--- src/rtl/usb_tx_packetizer.sv ---
// usb_tx_packetizer: USB full-speed packet serialiser with bit stuffing, NRZI and CRC16.
// Emits SYNC, PID, optional payload plus CRC, then EOP, each bit CLKS_PER_BIT clocks wide.
module usb_tx_packetizer #(
    parameter int DATA_BYTES   = 8,
    parameter int CLKS_PER_BIT = 8
) (
    input  logic                              clk,
    input  logic                              rst,
    input  logic                              tx_start,
    input  logic [3:0]                        tx_pid,
    input  logic [$clog2(DATA_BYTES+1)-1:0]   tx_len,
    input  logic [8*DATA_BYTES-1:0]           tx_data,
    output logic                              tx_busy,
    output logic                              tx_done,
    output logic                              d_plus,
    output logic                              d_minus
);
    localparam int LW = $clog2(DATA_BYTES+1);
    localparam int CW = $clog2(CLKS_PER_BIT);
    localparam int BW = $clog2(8*DATA_BYTES+17);
    typedef enum logic [2:0] {IDLE, SYNC, PID, DATA, CRC, EOP} state_t;
    state_t                  state_q;
    logic [CW-1:0]           cnt_q;
    logic [BW-1:0]           nb_q;
    logic [15:0]             hdr_q;
    logic [15:0]             crc_q;
    logic [8*DATA_BYTES-1:0] data_q;
    logic [LW-1:0]           len_q;
    logic                    dat_q;
    logic [2:0]              ones_q;
    logic                    busy_q;
    logic                    done_q;
    logic                    dp_q;
    logic                    dm_q;
    logic                    tick;
    logic                    stuff;
    logic                    last;
    logic                    bit_d;
    logic [15:0]             crc_d;
    assign tick  = cnt_q == CW'(CLKS_PER_BIT-1);
    assign stuff = ones_q == 3'd6;
    assign last  = nb_q == BW'(1);
    assign bit_d = stuff ? 1'b0 : state_q == DATA ? data_q[0] : state_q == CRC ? ~crc_q[0] : hdr_q[0];
    assign crc_d = (crc_q >> 1) ^ ((crc_q[0] ^ data_q[0]) ? 16'hA001 : 16'h0000);
    // The accept edge preloads the bit counter so the first SYNC bit goes out on the next edge.
    always_ff @(posedge clk or posedge rst) begin
        if (rst) begin
            state_q <= IDLE;
            cnt_q   <= '0;
            nb_q    <= '0;
            hdr_q   <= '0;
            crc_q   <= 16'hFFFF;
            data_q  <= '0;
            len_q   <= '0;
            dat_q   <= 1'b0;
            ones_q  <= 3'd0;
            busy_q  <= 1'b0;
            done_q  <= 1'b0;
            dp_q    <= 1'b1;
            dm_q    <= 1'b0;
        end else begin
            done_q <= 1'b0;
            if (state_q == IDLE) begin
                if (tx_start) begin
                    state_q <= SYNC;
                    cnt_q   <= CW'(CLKS_PER_BIT-1);
                    nb_q    <= BW'(8);
                    hdr_q   <= {~tx_pid, tx_pid, 8'h80};
                    crc_q   <= 16'hFFFF;
                    data_q  <= tx_data;
                    len_q   <= tx_len > LW'(DATA_BYTES) ? LW'(DATA_BYTES) : tx_len;
                    dat_q   <= tx_pid[2:0] == 3'b011;
                end
            end else begin
                cnt_q <= tick ? '0 : cnt_q + CW'(1);
                if (tick && state_q == EOP && !stuff) begin
                    ones_q <= 3'd0;
                    nb_q   <= nb_q - BW'(1);
                    dp_q   <= nb_q < BW'(2);
                    dm_q   <= 1'b0;
                    if (nb_q == '0) begin
                        state_q <= IDLE;
                        busy_q  <= 1'b0;
                        done_q  <= 1'b1;
                    end
                end else if (tick) begin
                    busy_q <= 1'b1;
                    dp_q   <= dp_q ^ ~bit_d;
                    dm_q   <= ~(dp_q ^ ~bit_d);
                    ones_q <= bit_d ? ones_q + 3'd1 : 3'd0;
                    if (!stuff) begin
                        nb_q  <= nb_q - BW'(1);
                        hdr_q <= hdr_q >> 1;
                        if (state_q == DATA) begin
                            data_q <= data_q >> 1;
                            crc_q  <= crc_d;
                        end
                        if (state_q == CRC)
                            crc_q <= crc_q >> 1;
                        if (last) begin
                            state_q <= state_q == SYNC ? PID :
                                       state_q == PID  ? (!dat_q ? EOP : len_q == '0 ? CRC : DATA) :
                                       state_q == DATA ? CRC : EOP;
                            nb_q    <= state_q == SYNC ? BW'(8) :
                                       state_q == PID  ? (!dat_q ? BW'(3) : len_q == '0 ? BW'(16) : BW'({len_q, 3'b000})) :
                                       state_q == DATA ? BW'(16) : BW'(3);
                        end
                    end
                end
            end
        end
    end
    assign tx_busy = busy_q;
    assign tx_done = done_q;
    assign d_plus  = dp_q;
    assign d_minus = dm_q;
endmodule

--- config.mk ---
export PLATFORM = sky130hd
export DESIGN_NAME = usb_tx_packetizer
export DESIGN_NICKNAME = d
export VERILOG_FILES = /design/src/rtl/usb_tx_packetizer.sv
export SDC_FILE = /design/constraint.sdc
export NUM_CORES = 1
export LEC_CHECK = 0
export CAP_MARGIN = 10
export CORE_MARGIN = 3
export CORE_UTILIZATION = 40
export DETAILED_ROUTE_END_ITERATION = 10
export PLACE_DENSITY = 0.62
export RECOVER_POWER = 25
export SYNTH_ARGS = -nofsm -noshare
export SYNTH_HDL_FRONTEND = slang
export SYNTH_SLANG_ARGS = --single-unit
export TNS_END_PERCENT = 20
--- constraint.sdc ---
create_clock -name clk -period 4.3 [get_ports clk]
set_clock_uncertainty 0.15 [all_clocks]
set_input_delay 0.43 -clock clk [delete_from_list [all_inputs] [get_ports clk]]
set_output_delay 0.43 -clock clk [all_outputs]
set_load 0.005 [all_outputs]
==> flow_metrics.tcl <==
set metrics [dict create \
    outcome "complete, but fails checks" \
    synthToLayoutAreaGrowth_pct 24.1 \
    hold_path.class "reg2reg" \
    first_pass_iters 4 \
    cts_buffer_depth 2 \
    cts_tree "done" \
    synth_seq_cells 121 \
    finalSetupTns_ns 0 \
    maxCapViolations 1 \
    grt_pass1_wl_um 21100 \
    yosysSeqAreaShare_pct 52.9 \
    avgSynthCellArea_um2 9.99 \
    layout_min_cycle_time_ns 3.08 \
    violations "max-capacitance violations, max-slew violations" \
    io_pins 79 \
    cp_num_buf_inv 1 \
    die-height_um 126 \
    hpwl_um 8510 \
    r2r_start "cnt_q[0]" \
    total_power_w 0.00250 \
    worst_pin_slew_ns 2.63 \
    nets 727 \
    crit_arrival_ns 3.20 \
    finalCritPeriodShare_pct 71.7 \
    drcViolationCount 0 \
    peakVddDrop_mv 0.301 \
    cp.required_ns 4.42 \
    post_cts_buffers 0 \
    holdCritStartpoint "hdr_q[15]" \
    crit_path_cell_trace "ha_1 > ha_1 > a21bo_2 > nor2_1 > a31oi_4 > buf_4 > nand2_1 > o21ai_0" \
    viasPerCell 5.21 \
    finalHoldViolCount 0 \
    postRouteAntennaNets 0 \
    cts.sinks 121 \
    hold_buffers 0 \
    crit_family "compound AO/OA/AOI/OAI gates" \
    die-area_mm2 0.0159 \
    antenna_cells 0 \
    vias 4363 \
    cpPeakStageDelay_ns 0.62 \
    die_w_um 126 \
    mostFrequentLayoutCells "dfrtp_1 (104), nand2_1 (96), o21ai_0 (82)" \
    worstPathMaxFanout 49 \
    clk_pin_slew_ns 0.05 \
    final_util_pct 51.1 \
    layout_commonest_cell "dfrtp_1" \
    gp_congestion 0.903 \
    synthesis.area_mm2 0.00577 \
    yosys_most_used_dff "dfrtp_1" \
    clock_latency_ns 0.41 \
    fill_cells 1280 \
    drive_gt1_share_pct 8.51 \
    drt-total-wl_um 12300 \
    grt_pass1_vias 4480 \
    core_area_mm2 0.0140 \
    fmax_mhz 324 \
    cts_buffers 17 \
    yosys_warnings 0 \
    root_buffer "clkbuf_16" \
    slew_viol_final 69 \
    synth_cell_types 55 \
    rsz0062_at_grt "false" \
    register_area_mm2 0.00305 \
    total_leakage_power_nw 2.83 \
    multi_input_area_mm2 0.00251 \
    end_kind "flip-flop" \
    timing.critical_path.from "cnt_q[0]" \
    drt_iter0_markers 242 \
    powerDensity_mw_per_mm2 349 \
    crit_top_cell "ha_1" \
    rows 43 \
    io_buffers 78 \
    synth_cells 577 \
    worstSetupPathType "reg2reg" \
    cpMaxStageDelayCell "nor2_1" \
    syn_nets 659 \
    grt-ovfl-total 0 \
    cts_resized 0 \
    synth_edf_count 0 \
    synthArstFlopShare_pct 100 \
    startpoint_type "flip-flop" \
    htree_levels 4 \
    grt_max_degree 70 \
    initial_utilization_pct 41.2 \
    setup_viol_count_final 0 \
    routedWlPerCell_um 14.7 \
    max-slew-margin-rel_pct -75.3 \
    grt_use_total_pct 16.2 \
    antenna_found_initial 0 \
]
-- kinds of logic (layout without fill, tap and decap cells) --
group,after synthesis,after routing,synth area share (%)
AOI/OAI and AO/OA,150,150,15.2
buffers and inverters,46,127,3.88
DFF,121,121,52.9
muxes,71,71,12.7
adders and majority gates,7,7,1.52
xor gates and xnor gates,2,2,0.304
and+or+nand+nor,180,180,13.5
-- metal layers --
metal  routed length [um]  up-vias  GRT usage [%]
li1                     -     2163              -
met1                 5790     2086           21.6
met2                 5570       98           24.3
met3                  782       16           5.98
met4                  197        0           6.18
met5                    0        -              0
-- state kept, by name, summed over array words and instances (netlist names) --
name and cells:
dat_q 1, ones_q 3, cnt_q 3, data_q 64, len_q 4, tx_busy 1, crc_q 16, tx_done 1
d_minus 1, state_q 3, d_plus 1, nb_q 7, hdr_q 16
-- metrics by stage --
stage                     hold WS, ns  setup WS, ns  area, um^2  std cells
after floorplan                 0.293         0.534        5770        577
after global placement          0.304          1.32        6670        806
after detailed placement        0.316          1.23        6670        806
after CTS                       0.327          1.23        7160        838
after global routing            0.357         0.701        7150        838
final                           0.323          1.22        7150        838
-- cell usage after synthesis (all sizes together), types with 2 or more instances --
library cell,instances,share of area (%)
mux2,3,0.65
a31oi,6,0.76
nand3b,3,0.39
mux2i,68,12
clkbuf,15,0.98
ha,7,1.5
a22o,9,1.4
nand3,5,0.43
o21ai,85,7.4
or4,2,0.26
nand2b,3,0.33
dfrtp,104,45
a21o,2,0.26
nor2,44,2.9
dfstp,17,7.7
inv,10,0.65
o22ai,3,0.33
nand2,96,6.3
nand4,2,0.22
nor3,13,1.1
nor4,2,0.22
o211ai,2,0.26
and2,2,0.22
a21oi,26,2.3
o31ai,6,0.78
buf,21,2.3
-- area by class of cell --
cell class / count / share of cell area (%)
clock buffer: 27 / 6.47
clock inverter: 5 / 0.385
inverter: 10 / 0.525
multi-input combinational: 410 / 35.0
sequential: 121 / 42.6
tap: 180 / 3.15
timing repair buffer: 85 / 11.8
-- final timing paths --
check / cells past startpoint / slack, ns / end
worst max register to register: 8 / 1.22 / data_q[36]
min in group asynchronous: 2 / 1.26 / data_q[53]
worst min-delay path: 2 / 0.32 / hdr_q[15]
worst min register to register: 2 / 0.32 / hdr_q[15]
worst max-delay path: 8 / 1.22 / data_q[36]
max in group asynchronous: 2 / 1.26 / ones_q[0]
-- tightest hold or removal path, stage by stage, from the launching register on --
cell and delay (ns):
dfrtp_1 0.33, nand2_1 0.05, o31ai_1 0.05
-- power breakdown --
| part | switching (W) | internal, W |
|---|---|---|
| clock | 0.000471 | 0.000731 |
| sequential | 0.00000831 | 0.00116 |
| combinational | 0.0000486 | 0.0000764 |
(Power assumes the default switching activity.)
